File: src/rtl/ps2_pkg.sv
// Shared PS/2 definitions: transmitter state encoding, frame bit positions,
// common keyboard command bytes and the frame parity helper.
package ps2_pkg;

  typedef enum logic [2:0] {
    IDLE      = 3'd0,
    INHIBIT   = 3'd1,
    REQ       = 3'd2,
    XFER      = 3'd3,
    WAIT_IDLE = 3'd4
  } ps2_state_e;

  // Bit positions counted in device falling edges after the request.
  localparam logic [3:0] DATA_BITS  = 4'd8;
  localparam logic [3:0] PARITY_IDX = 4'd8;
  localparam logic [3:0] STOP_IDX   = 4'd9;
  localparam logic [3:0] ACK_IDX    = 4'd10;

  localparam logic [7:0] CMD_SET_LED = 8'hED;
  localparam logic [7:0] CMD_RESET   = 8'hFF;
  localparam logic [7:0] CMD_ENABLE  = 8'hF4;
  localparam logic [7:0] RESP_ACK    = 8'hFA;

  // PS/2 frames carry odd parity over the eight data bits.
  function automatic logic odd_parity(input logic [7:0] data);
    return ~^data;
  endfunction

endpackage

File: src/rtl/ps2_host_tx_if.sv
// Command-side handshake and status bundle of the PS/2 host transmitter.
interface ps2_host_tx_if;
  import ps2_pkg::*;

  logic [7:0] tx_data;
  logic       tx_valid;
  logic       tx_ready;
  logic       busy;
  logic       rx_inhibit;
  logic       done;
  logic       ack_err;
  logic       timeout_err;

  modport master (
    output tx_data, tx_valid,
    input  tx_ready, busy, rx_inhibit, done, ack_err, timeout_err
  );

  modport slave (
    input  tx_data, tx_valid,
    output tx_ready, busy, rx_inhibit, done, ack_err, timeout_err
  );

endinterface

File: src/rtl/ps2_line_filter.sv
// Synchronizes the raw PS/2 clock/data pins, deglitches the clock and
// flags filtered falling edges. Shared with the keyboard receiver.
module ps2_line_filter #(
  parameter int FILTER_LEN = 8
) (
  input  logic clk,
  input  logic rstn,
  input  logic clk_in,
  input  logic data_in,
  output logic clk_level,
  output logic data_sync,
  output logic fall
);

  localparam int CNT_W = (FILTER_LEN > 2) ? $clog2(FILTER_LEN) : 1;
  localparam logic [CNT_W-1:0] CNT_LAST = CNT_W'(FILTER_LEN - 1);

  logic             clk_meta_r;
  logic             clk_sync_r;
  logic             data_meta_r;
  logic             data_sync_r;
  logic             clk_level_r;
  logic [CNT_W-1:0] cnt_r;
  logic             fall_r;

  // Two-flop synchronizers plus run-length deglitch of the clock level.
  always_ff @(posedge clk) begin
    if (!rstn) begin
      clk_meta_r  <= 1'b1;
      clk_sync_r  <= 1'b1;
      data_meta_r <= 1'b1;
      data_sync_r <= 1'b1;
      clk_level_r <= 1'b1;
      cnt_r       <= {CNT_W{1'b0}};
      fall_r      <= 1'b0;
    end else begin
      clk_meta_r  <= clk_in;
      clk_sync_r  <= clk_meta_r;
      data_meta_r <= data_in;
      data_sync_r <= data_meta_r;
      fall_r      <= 1'b0;
      // Any sample agreeing with the accepted level restarts the run.
      if (clk_sync_r == clk_level_r) begin
        cnt_r <= {CNT_W{1'b0}};
      end else if (cnt_r == CNT_LAST) begin
        clk_level_r <= clk_sync_r;
        cnt_r       <= {CNT_W{1'b0}};
        fall_r      <= ~clk_sync_r;
      end else begin
        cnt_r <= cnt_r + CNT_W'(1);
      end
    end
  end

  assign clk_level = clk_level_r;
  assign data_sync = data_sync_r;
  assign fall      = fall_r;

endmodule

File: src/rtl/ps2_host_tx.sv
// PS/2 host-to-device transmitter: clock inhibit, request-to-send, frame
// shifting on device clock falls, ACK check and inter-edge timeout.
module ps2_host_tx
  import ps2_pkg::*;
#(
  parameter int INHIBIT_CYCLES = 12000,
  parameter int TIMEOUT_CYCLES = 2000000,
  parameter int FILTER_LEN     = 8
) (
  input  logic         clk_100mhz,
  input  logic         RSTN,
  ps2_host_tx_if.slave tx_if,
  input  logic         ps2_clk_in,
  input  logic         ps2_data_in,
  output logic         ps2_clk_oe,
  output logic         ps2_data_oe
);

  localparam int CNT_MAX = (TIMEOUT_CYCLES > INHIBIT_CYCLES) ? TIMEOUT_CYCLES : INHIBIT_CYCLES;
  localparam int TIMER_W = $clog2(CNT_MAX);
  localparam logic [TIMER_W-1:0] INHIBIT_LAST = TIMER_W'(INHIBIT_CYCLES - 1);
  localparam logic [TIMER_W-1:0] TIMEOUT_LAST = TIMER_W'(TIMEOUT_CYCLES - 1);

  ps2_state_e         state_r;
  logic [7:0]         shift_r;
  logic               parity_r;
  logic [3:0]         bitcnt_r;
  logic [TIMER_W-1:0] timer_r;
  logic               ack_pend_r;
  logic               tx_ready_r;
  logic               busy_r;
  logic               clk_oe_r;
  logic               data_oe_r;
  logic               done_r;
  logic               ack_err_r;
  logic               timeout_err_r;

  logic               clk_level_s;
  logic               data_sync_s;
  logic               fall_s;
  logic               timeout_hit_s;

  ps2_line_filter #(.FILTER_LEN(FILTER_LEN)) u_filter (
    .clk       (clk_100mhz),
    .rstn      (RSTN),
    .clk_in    (ps2_clk_in),
    .data_in   (ps2_data_in),
    .clk_level (clk_level_s),
    .data_sync (data_sync_s),
    .fall      (fall_s)
  );

  assign timeout_hit_s = (timer_r == TIMEOUT_LAST);

  // Transaction sequencer; every pin enable and status flag is registered here.
  always_ff @(posedge clk_100mhz) begin
    if (!RSTN) begin
      state_r       <= IDLE;
      shift_r       <= 8'h00;
      parity_r      <= 1'b0;
      bitcnt_r      <= 4'd0;
      timer_r       <= {TIMER_W{1'b0}};
      ack_pend_r    <= 1'b0;
      tx_ready_r    <= 1'b1;
      busy_r        <= 1'b0;
      clk_oe_r      <= 1'b0;
      data_oe_r     <= 1'b0;
      done_r        <= 1'b0;
      ack_err_r     <= 1'b0;
      timeout_err_r <= 1'b0;
    end else begin
      done_r        <= 1'b0;
      ack_err_r     <= 1'b0;
      timeout_err_r <= 1'b0;
      case (state_r)
        IDLE: begin
          tx_ready_r <= 1'b1;
          busy_r     <= 1'b0;
          clk_oe_r   <= 1'b0;
          data_oe_r  <= 1'b0;
          if (tx_if.tx_valid && tx_ready_r) begin
            shift_r    <= tx_if.tx_data;
            parity_r   <= odd_parity(tx_if.tx_data);
            bitcnt_r   <= 4'd0;
            timer_r    <= {TIMER_W{1'b0}};
            ack_pend_r <= 1'b0;
            tx_ready_r <= 1'b0;
            busy_r     <= 1'b1;
            clk_oe_r   <= 1'b1;
            state_r    <= INHIBIT;
          end else begin
            state_r <= IDLE;
          end
        end
        INHIBIT: begin
          if (timer_r == INHIBIT_LAST) begin
            timer_r   <= {TIMER_W{1'b0}};
            clk_oe_r  <= 1'b0;
            data_oe_r <= 1'b1;
            state_r   <= REQ;
          end else begin
            timer_r <= timer_r + TIMER_W'(1);
          end
        end
        REQ: begin
          bitcnt_r <= 4'd0;
          timer_r  <= {TIMER_W{1'b0}};
          state_r  <= XFER;
        end
        XFER: begin
          // A fall in the same cycle as the timeout keeps the frame alive.
          if (fall_s) begin
            timer_r  <= {TIMER_W{1'b0}};
            bitcnt_r <= bitcnt_r + 4'd1;
            if (bitcnt_r < DATA_BITS) begin
              data_oe_r <= ~shift_r[bitcnt_r[2:0]];
            end else if (bitcnt_r == PARITY_IDX) begin
              data_oe_r <= ~parity_r;
            end else if (bitcnt_r == STOP_IDX) begin
              data_oe_r <= 1'b0;
            end else if (bitcnt_r == ACK_IDX) begin
              ack_pend_r <= data_sync_s;
              state_r    <= WAIT_IDLE;
            end else begin
              data_oe_r  <= 1'b0;
              ack_pend_r <= 1'b1;
              state_r    <= WAIT_IDLE;
            end
          end else if (timeout_hit_s) begin
            clk_oe_r      <= 1'b0;
            data_oe_r     <= 1'b0;
            done_r        <= 1'b1;
            timeout_err_r <= 1'b1;
            tx_ready_r    <= 1'b1;
            busy_r        <= 1'b0;
            state_r       <= IDLE;
          end else begin
            timer_r <= timer_r + TIMER_W'(1);
          end
        end
        WAIT_IDLE: begin
          if (fall_s) begin
            timer_r <= {TIMER_W{1'b0}};
          end else if (clk_level_s && data_sync_s) begin
            done_r     <= 1'b1;
            ack_err_r  <= ack_pend_r;
            tx_ready_r <= 1'b1;
            busy_r     <= 1'b0;
            state_r    <= IDLE;
          end else if (timeout_hit_s) begin
            clk_oe_r      <= 1'b0;
            data_oe_r     <= 1'b0;
            done_r        <= 1'b1;
            timeout_err_r <= 1'b1;
            tx_ready_r    <= 1'b1;
            busy_r        <= 1'b0;
            state_r       <= IDLE;
          end else begin
            timer_r <= timer_r + TIMER_W'(1);
          end
        end
        default: begin
          clk_oe_r   <= 1'b0;
          data_oe_r  <= 1'b0;
          tx_ready_r <= 1'b1;
          busy_r     <= 1'b0;
          state_r    <= IDLE;
        end
      endcase
    end
  end

  assign tx_if.tx_ready    = tx_ready_r;
  assign tx_if.busy        = busy_r;
  assign tx_if.rx_inhibit  = busy_r;
  assign tx_if.done        = done_r;
  assign tx_if.ack_err     = ack_err_r;
  assign tx_if.timeout_err = timeout_err_r;
  assign ps2_clk_oe        = clk_oe_r;
  assign ps2_data_oe       = data_oe_r;

endmodule
File: src/flat_wrapper.sv
// flat-port wrapper written by rule: the top's interface ports become plain ports
module ps2_host_tx_flat import ps2_pkg::*;
#(
  parameter int INHIBIT_CYCLES = 12000,
  parameter int TIMEOUT_CYCLES = 2000000,
  parameter int FILTER_LEN     = 8
)
  (clk_100mhz, RSTN, ps2_clk_in, ps2_data_in, ps2_clk_oe, ps2_data_oe, tx_if_tx_data, tx_if_tx_valid, tx_if_tx_ready, tx_if_busy, tx_if_rx_inhibit, tx_if_done, tx_if_ack_err, tx_if_timeout_err);
  ps2_host_tx_if tx_if_i ();
  input  logic clk_100mhz;
  input  logic RSTN;
  input  logic ps2_clk_in;
  input  logic ps2_data_in;
  output logic ps2_clk_oe;
  output logic ps2_data_oe;
  input wire logic [$bits(tx_if_i.tx_data)-1:0] tx_if_tx_data;
  input wire logic [$bits(tx_if_i.tx_valid)-1:0] tx_if_tx_valid;
  output wire logic [$bits(tx_if_i.tx_ready)-1:0] tx_if_tx_ready;
  output wire logic [$bits(tx_if_i.busy)-1:0] tx_if_busy;
  output wire logic [$bits(tx_if_i.rx_inhibit)-1:0] tx_if_rx_inhibit;
  output wire logic [$bits(tx_if_i.done)-1:0] tx_if_done;
  output wire logic [$bits(tx_if_i.ack_err)-1:0] tx_if_ack_err;
  output wire logic [$bits(tx_if_i.timeout_err)-1:0] tx_if_timeout_err;
  assign tx_if_i.tx_data = tx_if_tx_data;
  assign tx_if_i.tx_valid = tx_if_tx_valid;
  assign tx_if_tx_ready = tx_if_i.tx_ready;
  assign tx_if_busy = tx_if_i.busy;
  assign tx_if_rx_inhibit = tx_if_i.rx_inhibit;
  assign tx_if_done = tx_if_i.done;
  assign tx_if_ack_err = tx_if_i.ack_err;
  assign tx_if_timeout_err = tx_if_i.timeout_err;
  ps2_host_tx #(.INHIBIT_CYCLES(INHIBIT_CYCLES), .TIMEOUT_CYCLES(TIMEOUT_CYCLES), .FILTER_LEN(FILTER_LEN)) u_core (.clk_100mhz(clk_100mhz), .RSTN(RSTN), .tx_if(tx_if_i), .ps2_clk_in(ps2_clk_in), .ps2_data_in(ps2_data_in), .ps2_clk_oe(ps2_clk_oe), .ps2_data_oe(ps2_data_oe));
endmodule
File: config.mk
export PLATFORM = sky130hd
export DESIGN_NAME = ps2_host_tx_flat
export DESIGN_NICKNAME = d
export VERILOG_FILES = /design/src/rtl/ps2_pkg.sv /design/src/rtl/ps2_host_tx_if.sv /design/src/rtl/ps2_line_filter.sv /design/src/rtl/ps2_host_tx.sv /design/src/flat_wrapper.sv
export SDC_FILE = /design/constraint.sdc
export NUM_CORES = 1
export LEC_CHECK = 0
export CAP_MARGIN = 20
export CORE_UTILIZATION = 55
export DETAILED_ROUTE_END_ITERATION = 12
export PLACE_DENSITY_LB_ADDON = 0.05
export SLEW_MARGIN = 20
export SYNTH_ARGS = -nofsm -noshare
export SYNTH_HDL_FRONTEND = slang
export SYNTH_SLANG_ARGS = --single-unit
File: constraint.sdc
create_clock -name clk_100mhz -period 2.3 [get_ports clk_100mhz]
set_input_delay 0.46 -clock clk_100mhz [delete_from_list [all_inputs] [get_ports clk_100mhz]]
set_output_delay 0.46 -clock clk_100mhz [all_outputs]
set_load 0.1 [all_outputs]
==> impl_metrics.ini <==
[place]
io_buffers = 20
dp_hpwl_um = 4790
placed_cell_area_sq_um = 3270
dp_cells = 444
gp_congestion = 0.856
pre_cts_ws_ps = -21.4

[setup_path]
required_ps = 2530
path_max_fanout = 7
critPathLaunchType = flip-flop
path_class = reg2reg
r2r_slack_ps = 260
end_kind = flip-flop
crit_arrival_ps = 2270

[job]
cap_violations = 0

[synth]
synth_cells = 344
ys_async_sr_fraction = 0
synth_top_area_frac = 0.374
synth-main-ff-cell = dfxtp_1
synth-seq-cells = 54
ys_types = 58
syn-num-nets = 363
synth.top_cells.by_area = dfxtp_1, xnor2_1, nand2_1
yosysWarnings = 0
netlist.top_cell.by_area = dfxtp_1
synth_area_sq_um = 2890
avgSynthCellArea_sq_um = 8.41
synth_edf_count = 0
synth-seq-area-share = 0.374

[drt]
vias = 2615
drt-initial-drc-count = 182
drc = 0
via_per_inst = 5.77
routedWlPerCell_um = 14.7
ant_nets = 0
drt-total-wl_um = 6670
first_pass_iters = 5

[global_routing]
grt_overflow = 0
use_met3 = 0.0312
groute.layer.met1.usage = 0.376
grt_pass1_wl_um = 10900
antenna_found_initial = 0
grt_max_degree = 20
grt_util_met2 = 0.392
busiest_layer = met2
grt_use_total = 0.259
grt_pass1_vias = 2300

[power_and_ir_drop]
p_leak_nw = 1.15
powerDensity_nw_per_um2 = 567
vdd_drop_max_uv = 330

[timing]
rsz0062_at_grt = no
hold_violations = 0
skew_ps = 5.38
min_period_ps = 2040
timing.final.max_slew_violations = 0
slew_headroom = 0.610
max_freq_mhz = 491
tns_ps = 0
setup-violations-final = 0
fin_crit_sh = 0.886
setup_slack_ps = 263
worst_pin_slew_ps = 584

[cells_and_area]
final_net_count = 401
syn2layout_area_growth_pct = 18.0
multi_input_area_sq_um = 1700
finalInstanceArea_sq_um = 3410
drive_gt1_frac = 0.136
fillCellCount = 438
seqCellArea_sq_um = 1080
layout.cells.non_filler = 453
diodes = 0

[die]
dieArea_sq_um = 5550
io_pins = 21
fp-row-count = 26
start_util = 0.570
core_area_sq_um = 5070
fp.dieW_um = 74.5
die_height_um = 74.5

[clock_tree]
clk_latency_ps = 320
cts_tree = built
cts-root-buf = clkbuf_8
clk_pin_slew_worst_paths_ps = 100
cts_max_path_buffers = 2
h-tree-depth = 2
cts_buffers = 5
cts-resized-gates = 0
clkSinkCount = 54

[min_path]
hold_path_class = reg2reg

[status]
outcome = finished, final reports clean
[cell usage in the layout, fill, tap and decap left out, types with 3 or more instances in the layout]
cell type / count
nand3_1: 17
buf_4: 35
nor4_1: 4
ha_1: 6
clkbuf_8: 5
nor2b_1: 4
inv_1: 6
xor2_1: 4
and4_1: 5
mux2i_1: 5
a21oi_1: 18
a22oi_1: 3
clkdlybuf4s50_1: 12
and2_1: 5
o21ai_0: 13
dfxtp_1: 54
a211oi_1: 14
nand2_1: 37
nor4b_1: 4
nand4_1: 8
or3_1: 3
xnor2_1: 23
nand3b_1: 5
nor3_1: 10
nor2_1: 32
nand2b_1: 8
[synthesized netlist by cell type, types with 4 or more instances]
cell type and number:
dfxtp_1 54, nand2_1 37, nor2_1 32, xnor2_1 23, a21oi_1 18, nand3_1 17, a211oi_1 14, o21ai_0 13
nor3_1 10, clkbuf_1 9, nand2b_1 8, nand4_1 8, ha_1 6, inv_1 6, and2_1 5, and4_1 5
mux2i_1 5, nand3b_1 5, nor2b_1 4, nor4_1 4, nor4b_1 4, xor2_1 4
[worst paths after layout]
check,cells after the start,from,endpoint
max,7,u_core.timer_r[0],u_core.tx_if.busy
min,1,u_core.u_filter.data_meta_r,u_core.u_filter.data_sync
max reg2reg,7,u_core.timer_r[0],u_core.tx_if.busy
min reg2reg,1,u_core.u_filter.data_meta_r,u_core.u_filter.data_sync
[registers in the layout (all words and copies together), names as in the netlist]
signal / count
u_core.state_r: 3
u_core.shift_r: 8
u_core.u_filter.clk_meta_r: 1
u_core.u_filter.fall: 1
u_core.u_filter.clk_level: 1
u_core.tx_if.timeout_err: 1
u_core.ps2_data_oe: 1
u_core.tx_if.busy: 1
u_core.u_filter.clk_sync_r: 1
u_core.ps2_clk_oe: 1
u_core.tx_if.tx_ready: 1
u_core.u_filter.data_meta_r: 1
u_core.bitcnt_r: 4
u_core.tx_if.ack_err: 1
u_core.u_filter.cnt_r: 3
u_core.tx_if.done: 1
u_core.timer_r: 21
u_core.u_filter.data_sync: 1
u_core.ack_pend_r: 1
u_core.parity_r: 1
[metrics by stage]
step,util,hold WS (ps),power (mW)
after floorplan,-,386,1.19
after global placement,0.645,397,1.28
after detailed placement,0.645,397,1.28
after CTS,0.668,427,1.94
after global routing,0.672,443,2.01
final,0.672,422,1.93
[cells by family (layout without fill, tap and decap cells)]
logic type / after synthesis / after routing / share of synthesized area
AND/OR/NAND/NOR: 153 / 153 / 0.276
AO/OA/AOI/OAI: 75 / 75 / 0.186
XOR/XNOR: 27 / 27 / 0.0818
buffers and inverters: 24 / 63 / 0.0398
flip-flops: 54 / 54 / 0.374
multiplexers: 5 / 5 / 0.0173
adder cells (fa/ha/maj): 6 / 6 / 0.0260
[where the power goes]
part           internal, mW  leakage, nW  switching (mW)
logic                 0.113        0.660           0.175
registers             0.960        0.438          0.0171
clock network         0.332       0.0563           0.337
total                  1.41         1.15           0.529
[timing repair]
action,CTS,global route
setup buffers,0,1
endpoints found under the hold margin,0,0
hold buffers,0,0
setup endpoints to repair,0,19
[critical path: stages (launching register included)]
cell      delay (ps)
dfxtp_1          360
ha_1             220
and4_1           210
buf_4            150
and4_1           240
a21boi_0         370
o21bai_1         120
a221oi_1         280
[routing by layer]
| layer | up-vias | routed length, um |
|---|---|---|
| li1 | 1311 | - |
| met1 | 1220 | 3330 |
| met2 | 72 | 2970 |
| met3 | 12 | 264 |
| met4 | 0 | 108 |
| met5 | - | 0 |
[final cells by class]
type,instances,share of cell area
clock buffers,5,0.0202
flip-flops and latches,54,0.317
well taps,70,0.0257
inverters,7,0.00770
clock inverters,3,0.0143
multi-input cells,266,0.497
repair buffers,48,0.118
Power figures use the tool's default switching activity.
